## src/rtl/mem_commit_unit.sv

```systemverilog
// mem_commit_unit: data-memory access engine behind the ROB commit port (rv32i loads/stores).
// Optional misaligned-access trap is enabled by defining MEM_MISALIGN_CHECK_EN.
module mem_commit_unit (
  input  logic        clk,
  input  logic        rst,
  input  logic        data_read,
  input  logic        data_write,
  input  logic [2:0]  funct3,
  input  logic [31:0] addr,
  input  logic [31:0] wdata,
  output logic        data_mem_resp,
  output logic [31:0] ld_data,
  output logic [31:0] dmem_address,
  output logic        dmem_read,
  output logic        dmem_write,
  output logic [3:0]  dmem_wmask,
  output logic [31:0] dmem_wdata,
  input  logic [31:0] dmem_rdata,
  input  logic        dmem_resp,
  output logic        misaligned
);

  typedef enum logic [1:0] {IDLE, READ, WRITE, DONE} state_t;

  state_t      state, state_next;
  logic [2:0]  funct3_p0;
  logic [1:0]  off_p0;
  logic        accept;
  logic        mis_now;

  // funct3[1:0] selects size; anything that is not B or H behaves as a word.
  function automatic logic [3:0] store_mask(input logic [2:0] f3, input logic [1:0] off);
    case (f3[1:0])
      2'b00:   store_mask = 4'b0001 << off;
      2'b01:   store_mask = 4'b0011 << {off[1], 1'b0};
      default: store_mask = 4'b1111;
    endcase
  endfunction

  function automatic logic [31:0] store_data(input logic [2:0] f3, input logic [31:0] wd);
    case (f3[1:0])
      2'b00:   store_data = {4{wd[7:0]}};
      2'b01:   store_data = {2{wd[15:0]}};
      default: store_data = wd;
    endcase
  endfunction

  function automatic logic [31:0] load_extend(input logic [2:0] f3, input logic [1:0] off,
                                              input logic [31:0] rdata);
    logic [31:0] byte_sh;
    logic [31:0] half_sh;
    byte_sh = rdata >> {off, 3'b000};
    half_sh = rdata >> {off[1], 4'b0000};
    case (f3)
      3'b000:  load_extend = {{24{byte_sh[7]}}, byte_sh[7:0]};
      3'b001:  load_extend = {{16{half_sh[15]}}, half_sh[15:0]};
      3'b100:  load_extend = {24'd0, byte_sh[7:0]};
      3'b101:  load_extend = {16'd0, half_sh[15:0]};
      default: load_extend = rdata;
    endcase
  endfunction

`ifdef MEM_MISALIGN_CHECK_EN
  function automatic logic is_misaligned(input logic [2:0] f3, input logic [1:0] off);
    case (f3[1:0])
      2'b00:   is_misaligned = 1'b0;
      2'b01:   is_misaligned = off[0];
      default: is_misaligned = (off != 2'b00);
    endcase
  endfunction

  logic mis_p1;

  // Only a trapped access jumps IDLE -> DONE, so that transition marks the fault.
  always_ff @(posedge clk) begin
    if (rst) mis_p1 <= 1'b0;
    else     mis_p1 <= (state == IDLE) && (state_next == DONE);
  end

  assign mis_now    = is_misaligned(funct3, addr[1:0]);
  assign misaligned = mis_p1;
`else
  assign mis_now    = 1'b0;
  assign misaligned = 1'b0;
`endif

  assign accept = (state == IDLE) && (data_read || data_write);

  always_comb begin
    state_next = state;
    case (state)
      IDLE: begin
        if (data_read || data_write) begin
          if (mis_now)        state_next = DONE;
          else if (data_read) state_next = READ;
          else                state_next = WRITE;
        end
      end
      READ:    if (dmem_resp) state_next = DONE;
      WRITE:   if (dmem_resp) state_next = DONE;
      DONE:    state_next = IDLE;
      default: state_next = IDLE;
    endcase
  end

  // Outputs are flops loaded from the next state so every port is registered.
  always_ff @(posedge clk) begin
    if (rst) begin
      state         <= IDLE;
      dmem_read     <= 1'b0;
      dmem_write    <= 1'b0;
      data_mem_resp <= 1'b0;
      dmem_address  <= '0;
      dmem_wmask    <= '0;
      dmem_wdata    <= '0;
      ld_data       <= '0;
      funct3_p0     <= '0;
      off_p0        <= '0;
    end else begin
      state         <= state_next;
      dmem_read     <= (state_next == READ);
      dmem_write    <= (state_next == WRITE);
      data_mem_resp <= (state_next == DONE);
      if (accept) begin
        dmem_address <= {addr[31:2], 2'b00};
        dmem_wmask   <= store_mask(funct3, addr[1:0]);
        dmem_wdata   <= store_data(funct3, wdata);
        funct3_p0    <= funct3;
        off_p0       <= addr[1:0];
        ld_data      <= '0;
      end
      if (state == READ && dmem_resp)
        ld_data <= load_extend(funct3_p0, off_p0, dmem_rdata);
    end
  end

  // The ROB never presents a load and a store at the head simultaneously.
  a_single_request: assert property (@(posedge clk) disable iff (rst)
    (state == IDLE) |-> !(data_read && data_write));

endmodule

```

## config.mk

```make
export PLATFORM = sky130hd
export DESIGN_NAME = mem_commit_unit
export DESIGN_NICKNAME = d
export VERILOG_FILES = /design/src/rtl/mem_commit_unit.sv
export SDC_FILE = /design/constraint.sdc
export NUM_CORES = 1
export LEC_CHECK = 0
export CAP_MARGIN = 5
export CORE_MARGIN = 3
export CORE_UTILIZATION = 30
export DETAILED_ROUTE_END_ITERATION = 10
export GPL_TIMING_DRIVEN = 1
export PLACE_DENSITY_LB_ADDON = 0.12
export SLEW_MARGIN = 20
export SYNTH_ARGS = -nofsm -noshare
export SYNTH_HDL_FRONTEND = slang
export SYNTH_SLANG_ARGS = --single-unit
```

## constraint.sdc

```tcl
create_clock -name clk -period 5.3 [get_ports clk]
set_input_delay 1.06 -clock clk [delete_from_list [all_inputs] [get_ports clk]]
set_output_delay 1.06 -clock clk [all_outputs]
set_load 0.01 [all_outputs]
```

==> impl_metrics.yaml, run 1 <==
global_routing:
  grt_first_pass_wirelength_um: 23480
  track_usage: 0.1783
  antenna_found_initial: 1
  grt_max_degree: 81
  grt.overflow.total: 0
  grt_pass1_vias: 4388
pwr:
  power.switching_mw: 0.7106
  peakVddDrop_mv: 0.1611
  seqPwrFrac: 0.430
  clkPwrFrac: 0.283
  power.density_nw_per_um2: 323.1
  p_sw_frac: 0.3137
  p_int_mw: 1.554
  p_leak_nw: 2.676
  power_frac_comb: 0.287
worst_setup_path:
  worstSetupPathType: "in -> reg"
  start_kind: "input port"
  critPathMostFrequentCell: "buf_4"
  cp.required_ps: 5540
  cp-end-kind: "flip-flop"
  cp_slowest_cell: "o21a_2"
  crit_arrival_ps: 3470
  critPathMaxFanout: 60
  critPathMaxStageDelay_ps: 580
  cp_cell_sequence: "clkdlybuf4s50_1 -> o21a_2 -> buf_4 -> nor3_2 -> buf_4 -> a221o_1"
outcome:
  status: "finished, final reports clean"
logic_synthesis:
  yosysSeqAreaShare: 0.4689
  postSynthCellCount: 555
  synth_ff_type: "dfxtp_1"
  ys_types: 39
  syn_area_um2: 4611
  synth_edf_count: 0
  ys_ff_latch: 108
  yosys_warnings: 0
  syn_avg_cell_area_um2: 8.308
  async_flop_share: 0
clocking:
  cts_max_path_buffers: 2
  cts_resized: 0
  postCtsSetupRepairBufs: 0
  cts_sinks: 108
  hold_buffers: 0
  cts_buffers: 9
  cts-root-buf: "clkbuf_16"
  clk_pin_slew_ps: 80
  cts-htree-levels: 3
  insertion_delay_ps: 360
  cts_tree: "done"
die:
  io_pins: 208
  start_util: 0.3113
  fp-row-count: 44
  dieArea_um2: 16890
  fp.dieW_um: 130.0
  die_y_um: 130.0
  core_area_um2: 14810
route:
  ant_nets: 0
  dr.pass1.iters: 5
  drc_errors: 0
  drt_wl_total_um: 15440
  avgViaCountPerCell: 4.983
  wl_per_cell_um: 16.81
  drt_iter0_drc: 272
  vias: 4574
timing:
  tightest_slew_ps: 910.3
  period_share: 0.6103
  rsz0062_at_grt: "no"
  slew_headroom: 0.3923
  hold_violations: 0
  post-route-min-period_ps: 3235
  slew_violations: 0
  finalSetupViolCount: 0
  fin_tns_setup_ps: 0
  hold_slack_ps: 455.0
  max_freq_mhz: 309.2
  fin_skew_ps: 8.606
placed_design:
  gp_congestion: 0.8019
  hpwl_um: 11330
  place_inst: 902
  portBuffers: 204
flow_run:
  maxCapViolCount: 0
worst_hold_path:
  hold_path_class: "reg -> reg"
final_layout:
  drive_gt1_frac: 0.06267
  diodes: 0
  finalNetCount: 835
  final_cells: 918
  final_cell_mix: "clkdlybuf4s50_1, nand2_1, dfxtp_1, a21oi_1, nor2_1"
  syn2layout_area_growth_pct: 52.05
  layout_commonest_cell: "clkdlybuf4s50_1"
==> critical path: cells and delay by family <==
family / cells / cell delay, ps
buffers and inverters: 3 / 1400
AOI/OAI and AO/OA: 2 / 900
and+or+nand+nor: 1 / 90
==> cells by family after synthesis <==
family / Yosys count / share of synthesized area
AO/OA/AOI/OAI: 159 / 0.2337
AND/OR/NAND/NOR: 196 / 0.1710
flip-flops: 108 / 0.4689
adder cells (fa/ha/maj): 2 / 0.005427
other: 1 / 0.0008133
multiplexers: 27 / 0.06404
buffers and inverters: 62 / 0.05617
==> cell type report <==
type	count	area, um^2
fill	1442	7799
multi-input combinational	387	2212
sequential	108	2162
timing repair buffer	209	2074
tap	184	230.2
clock buffer	10	229.0
inverter	14	52.55
clock inverter	6	50.05
==> metrics by stage <==
step	area [um^2]	total power [mW]	utilization	worst slack, ps
final	7010	2.265	0.4734	2065
after CTS	7008	2.298	0.4732	2029
after global placement	6729	1.633	0.4544	1702
after floorplan	4618	1.307	-	3010
after global routing	7010	2.396	0.4734	1867
after detailed placement	6729	1.647	0.4544	1650
==> flip-flops by register name, indices dropped and copies added, names as in the netlist <==
name           count
dmem_wdata        32
ld_data           32
dmem_address      30
dmem_wmask         4
funct3_p0          3
off_p0             2
state              2
data_mem_resp      1
dmem_read          1
dmem_write         1
==> worst paths after layout <==
path,startpoint,to,slack [ps],cells past startpoint
hold reg to reg,dmem_address[29]$_SDFFE_PP0P_,dmem_address[29]$_SDFFE_PP0P_,460,2
setup reg to reg,state[1]$_SDFF_PP0_,ld_data[20]$_SDFFE_PP0P_,2640,7
hold / removal,dmem_address[29]$_SDFFE_PP0P_,dmem_address[29]$_SDFFE_PP0P_,460,2
setup / recovery,data_write,ld_data[20]$_SDFFE_PP0P_,2070,6
==> layer usage <==
layer / up-vias / GRT usage / routed length [um]
met3: 19 / 0.07286 / 1433
li1: 2271 / - / -
met1: 2102 / 0.2141 / 6319
met4: 2 / 0.05501 / 255
met2: 180 / 0.2930 / 7413
met5: - / 0 / 13
==> cell usage after synthesis, types with 4 or more instances <==
cell        n  area share
a211oi_1   11       0.018
a21o_1      8       0.013
a21oi_1    59       0.064
a221o_1    17       0.037
a221oi_1   14       0.027
a311oi_1    8       0.015
a31o_2      6       0.011
buf_1       9      0.0073
buf_4       4      0.0065
clkbuf_1   31       0.025
dfxtp_1   108        0.47
inv_1      14       0.011
mux2_2     10       0.024
mux2i_1    16       0.035
nand2_1   146        0.12
nand2b_1    4      0.0054
nor2_1     28       0.023
nor3_1      8      0.0087
o21ai_0    25       0.027
==> power groups by stage <==
| stage | clock, mW | sequential, mW | combinational, mW |
|---|---|---|---|
| after floorplan | 0 | 1.01 | 0.296 |
| after global placement | 0 | 0.987 | 0.646 |
| after detailed placement | 0 | 0.992 | 0.655 |
| final | 0.642 | 0.973 | 0.650 |
| after global routing | 0.698 | 0.986 | 0.712 |
| after CTS | 0.666 | 0.974 | 0.658 |
Power figures use the tool's default switching activity.
==> inputs of run 2 (changes only) <==
==> constraint.sdc (replaced) <==
create_clock -name clk -period 2.87 [get_ports clk]
set_input_delay 0.574 -clock clk [delete_from_list [all_inputs] [get_ports clk]]
set_output_delay 0.574 -clock clk [all_outputs]
set_load 0.01 [all_outputs]
==> run 2 against run 1 <==
  * Hold slack worse by 0.60 ps
  * Cell count grew 0.76%
  * Routed wire length down 1.6%
  * Register-to-register slack worse by 1800 ps
  * Non-clock buffer count up 7
  * Sequential share of layout area shrank 0.49 points
  * Clock power increased by 110%
  * Critical endpoint is now ld_data[24]$_SDFFE_PP0P_
  * Via count is 0.37% lower
  * Final area rose by 1.6%
  * First-iteration DRC count down 24%
  * Combinational power grew 92%
==> impl_metrics.yaml, run 2 (synthesized netlist as in run 1, its figures left out) <==
outcome:
  status: "finished, final reports clean"
die:
  fp-row-count: 44
  core_area_um2: 14810
  start_util: 0.3113
  dieArea_um2: 16890
  fp.dieW_um: 130.0
  io_pins: 208
  die_y_um: 130.0
placed_design:
  portBuffers: 204
  hpwl_um: 11050
  gp_congestion: 0.8034
route:
  ant_nets: 0
  drt_wl_total_um: 15180
  avgViaCountPerCell: 4.926
  drc_errors: 0
  wl_per_cell_um: 16.41
  dr.pass1.iters: 4
  drt_iter0_drc: 206
  vias: 4557
global_routing:
  grt_max_degree: 90
  track_usage: 0.1750
  grt.overflow.total: 0
  grt_first_pass_wirelength_um: 23190
  antenna_found_initial: 0
  grt_pass1_vias: 4426
clocking:
  cts_sinks: 108
  cts_resized: 0
  postCtsSetupRepairBufs: 0
  cts-root-buf: "clkbuf_16"
  cts_tree: "done"
  cts_max_path_buffers: 2
  clk_pin_slew_ps: 70
  hold_buffers: 0
  cts_buffers: 9
  cts-htree-levels: 3
  insertion_delay_ps: 340
worst_setup_path:
  crit_arrival_ps: 2560
  reg2reg_depth: 5
  start_kind: "input port"
  critPathMaxFanout: 17
  worstSetupPathType: "in -> reg"
  rr_startpoint: "state[0]$_SDFF_PP0_"
  rr_endpoint: "ld_data[24]$_SDFFE_PP0P_"
  cp.required_ps: 3150
  reg2reg_slack_ps: 810
  crit_start: "dmem_resp"
  cp-end-kind: "flip-flop"
timing:
  slew_headroom: 0.2790
  period_share: 0.7921
  slew_violations: 0
  finalSetupViolCount: 0
  rsz0062_at_grt: "no"
  max_freq_mhz: 439.9
  post-route-min-period_ps: 2273
  fin_tns_setup_ps: 0
  fin_skew_ps: 7.915
  tightest_slew_ps: 1077
  hold_violations: 0
worst_hold_path:
  hold_end: "dmem_wdata[29]$_SDFFE_PP0P_"
  min_from: "dmem_wdata[29]$_SDFFE_PP0P_"
  hold-path-cell-count: 2
  hold_path_class: "reg -> reg"
final_layout:
  syn2layout_area_growth_pct: 54.52
  layout_commonest_cell: "clkdlybuf4s50_1"
  drive_gt1_frac: 0.06883
  final_cell_mix: "clkdlybuf4s50_1, nand2_1, dfxtp_1, a21oi_1, nor2_1"
  finalNetCount: 842
  fill_cells: 1415
  diodes: 0
  reg.largest.list: "dmem_wdata: 32 flops, ld_data: 32 flops, dmem_address: 30 flops"
pwr:
  peakVddDrop_mv: 0.2903
  power.density_nw_per_um2: 612.0
  seqPwrFrac: 0.407
  p_int_mw: 3.073
  p_sw_frac: 0.2952
  p_leak_nw: 2.741
  power_frac_comb: 0.287
  p_total_mw: 4.360
  power.switching_mw: 1.287
  clkPwrFrac: 0.305
flow_run:
  maxCapViolCount: 0
[run 2: metrics by stage]
step | instance area [um^2] | instances | utilization | setup slack, ps | hold WS [ps]
after floorplan | 4618 | 557 | - | 1066 | 471.2
after global placement | 6807 | 909 | 0.4596 | 360.8 | 441.9
after detailed placement | 6807 | 909 | 0.4596 | 288.5 | 442.4
after CTS | 7124 | 925 | 0.4811 | 644.3 | 454.8
after global routing | 7124 | 925 | 0.4811 | 481.7 | 468.0
final | 7124 | 925 | 0.4811 | 596.8 | 454.4
[run 2: worst max path at each step]
stage	to	slack, ps	cells past startpoint
after floorplan	ld_data[21]$_SDFFE_PP0P_	1070	5
after global placement	ld_data[28]$_SDFFE_PP0P_	360	5
after detailed placement	ld_data[20]$_SDFFE_PP0P_	290	5
after CTS	ld_data[24]$_SDFFE_PP0P_	640	5
after global routing	ld_data[19]$_SDFFE_PP0P_	480	5
final	ld_data[24]$_SDFFE_PP0P_	600	5
[run 2: power groups by stage]
stage / sequential (mW) / clock, mW / combinational [mW]
4_1_cts: 1.78 / 1.38 / 1.27
2_1_floorplan: 1.87 / 0 / 0.546
3_5_place_dp: 1.81 / 0 / 1.27
6_report: 1.78 / 1.33 / 1.25
3_3_place_gp: 1.80 / 0 / 1.25
5_1_grt: 1.80 / 1.44 / 1.37
[run 2: layout make-up]
type                            count  area [um^2]  share of cell area
Multi-Input combinational cell    387         2210              0.3102
Sequential cell                   108         2162              0.3035
Timing Repair Buffer              216         2152              0.3021
Clock buffer                       11        232.7             0.03267
Tap cell                          184        230.2             0.03231
Clock inverter                      5        85.08             0.01194
Inverter                           14        52.55            0.007376
[run 2: metal layers]
| layer | vias up | GRT usage | share of wire |
|---|---|---|---|
| li1 | 2296 | - | - |
| met1 | 2088 | 0.2203 | 0.43 |
| met2 | 149 | 0.2796 | 0.46 |
| met3 | 24 | 0.05772 | 0.085 |
| met4 | 0 | 0.06601 | 0.022 |
| met5 | - | 0 | 0 |
[run 2: worst max-delay path: stages]
cell and delay (ps):
clkdlybuf4s50_1 490, and2_1 160, nand2b_1 180, nor2_1 860
a221o_1 300
==> inputs of run 3 (changes only) <==
==> constraint.sdc (replaced) <==
create_clock -name clk -period 1.95 [get_ports clk]
set_input_delay 0.39 -clock clk [delete_from_list [all_inputs] [get_ports clk]]
set_output_delay 0.39 -clock clk [all_outputs]
set_load 0.01 [all_outputs]
==> run 3 against run 2 <==
  * Final area rose by 3.6%
  * Clock power rose by 52%
  * Count of clock-buffer cells in the layout decreased by 2
  * Cell count increased by 2.9%
  * Largest power group unchanged
==> impl_metrics.yaml, run 3 (synthesized netlist as in run 1, its figures left out) <==
route:
  vias: 4680
  drt_wl_total_um: 15400
  drc_errors: 0
  drt_iter0_drc: 272
  avgViaCountPerCell: 4.916
  ant_nets: 0
  dr.pass1.iters: 4
  wl_per_cell_um: 16.17
timing:
  finalSetupViolCount: 0
  fin_skew_ps: 11.09
  hold_violations: 0
  post-route-min-period_ps: 1865
  max_freq_mhz: 536.1
  slew_violations: 0
  slew_headroom: 0.6626
  setup_ws_ps: 84.63
  rsz0062_at_grt: "no"
  tightest_slew_ps: 506.0
  period_share: 0.9566
die:
  die_y_um: 130.0
  start_util: 0.3113
  fp-row-count: 44
  dieArea_um2: 16890
  io_pins: 208
  core_area_um2: 14810
  fp.dieW_um: 130.0
clocking:
  clk_pin_slew_ps: 80
  insertion_delay_ps: 360
  cts_tree: "done"
  cts_sinks: 108
  cts-root-buf: "clkbuf_16"
  cts_buffers: 9
  cts_max_path_buffers: 2
  cts-htree-levels: 3
worst_setup_path:
  critPathMaxFanout: 8
  cpLargestDelayFamily: "buffers and inverters"
  critPathMostFrequentCell: "buf_4"
  reg2reg_slack_ps: 170
  reg2reg_depth: 6
  start_kind: "input port"
  cp.required_ps: 2200
  cp_cell_sequence: "clkdlybuf4s50_1 -> mux4_2 -> buf_4 -> a21oi_2 -> buf_4 -> a221oi_1 -> a21o_1"
  crit_start: "dmem_rdata[31]"
  crit_buf_inv: 3
  crit_arrival_ps: 2110
  cp-end-kind: "flip-flop"
  critPathMaxStageDelay_ps: 540
  rr_endpoint: "ld_data[9]$_SDFFE_PP0P_"
  worstSetupPathType: "in -> reg"
  rr_startpoint: "off_p0[1]$_SDFFE_PP0P_"
  cp_slowest_cell: "mux4_2"
placed_design:
  place_ws_ps: -438.0
  portBuffers: 204
  hpwl_um: 11610
  gp_congestion: 0.8132
  place_inst: 935
global_routing:
  grt_max_degree: 60
  grt_first_pass_wirelength_um: 23940
  grt.overflow.total: 0
  track_usage: 0.1812
  grt_pass1_vias: 4583
  antenna_found_initial: 1
final_layout:
  final_cells: 952
  layout_commonest_cell: "clkdlybuf4s50_1"
  fin_util: 0.4982
  final_cell_mix: "clkdlybuf4s50_1, nand2_1, dfxtp_1, a21oi_1, buf_4"
  diodes: 0
  fill_cells: 1369
  drive_gt1_frac: 0.1042
  reg.largest.list: "dmem_wdata: 32 flops, ld_data: 32 flops, dmem_address: 30 flops"
  finalNetCount: 869
  syn2layout_area_growth_pct: 60.03
worst_hold_path:
  hold_path_class: "reg -> reg"
  hold_end: "dmem_address[22]$_SDFFE_PP0P_"
  min_from: "dmem_address[22]$_SDFFE_PP0P_"
  hold-path-cell-count: 2
pwr:
  peakVddDrop_mv: 0.5820
  power.density_nw_per_um2: 891.7
  p_leak_nw: 2.896
outcome:
  status: "finished, final reports clean"
flow_run:
  maxCapViolCount: 0
==> run 3: cell count changes in the layout (fill, tap and decap cells not counted) <==
cell | previous run | this run
clkinv_4 | 1 | 2
inv_8 | 0 | 1
buf_4 | 10 | 34
clkinvlp_4 | 1 | 0
inv_6 | 1 | 2
buf_12 | 2 | 5
clkbuf_1 | 2 | 0
==> run 3: power breakdown <==
group	total, mW	internal [mW]	switching [mW]
Sequential	2.61	2.46	0.148
Combinational	1.95	1.01	0.940
Clock	2.02	1.15	0.875
Total	6.58	4.62	1.96
==> run 3: final cells by class <==
class                           count  area [um^2]  share of cell area
Tap cell                          184        230.2             0.03120
Timing Repair Buffer              243         2392              0.3242
Clock buffer                        9        225.2             0.03052
Multi-Input combinational cell    387         2210              0.2995
Sequential cell                   108         2162              0.2930
Inverter                           14        52.55            0.007122
Clock inverter                      7        106.4             0.01441
==> run 3: metal layers <==
layer / wire [um] / part of all wire / GRT usage / vias up
li1: - / - / - / 2342
met4: 318 / 0.021 / 0.05685 / 2
met5: 13 / 0.00084 / 0 / -
met2: 7246 / 0.47 / 0.2903 / 172
met3: 1541 / 0.10 / 0.07532 / 24
met1: 6275 / 0.41 / 0.2225 / 2140
==> run 3: metrics by stage <==
| stage | cell area (um^2) | TNS (ps) | hold WS (ps) | total power, mW |
|---|---|---|---|---|
| global placement | 7027 | -7710 | 441.8 | 4.583 |
| floorplan | 4618 | 0 | 471.2 | 3.551 |
| global route | 7378 | 0 | 479.8 | 6.956 |
| finish | 7378 | 0 | 454.6 | 6.579 |
| CTS | 7378 | 0 | 460.0 | 6.677 |
| detailed placement | 7027 | -8724 | 446.7 | 4.618 |
==> run 3: tightest hold or removal path, delay by kind of cell (launching register included) <==
kind             cells  cell delay [ps]
AND/OR/NAND/NOR      1               50
AO/OA/AOI/OAI        1               50
flip-flops           1              310
==> run 3: timing repair <==
item,CTS,global route
buffers inserted,1,0
endpoints found under the setup margin,16,0
gates resized for setup,0,0
hold buffers,0,0
==> run 3: worst max path at each step <==
| stage | cells after the start | end | slack [ps] |
|---|---|---|---|
| finish | 7 | ld_data[9]$_SDFFE_PP0P_ | 80 |
| global route | 7 | ld_data[9]$_SDFFE_PP0P_ | 70 |
| CTS | 7 | ld_data[10]$_SDFFE_PP0P_ | 130 |
| detailed placement | 5 | ld_data[19]$_SDFFE_PP0P_ | -440 |
| global placement | 5 | ld_data[27]$_SDFFE_PP0P_ | -380 |
| floorplan | 7 | ld_data[21]$_SDFFE_PP0P_ | 160 |
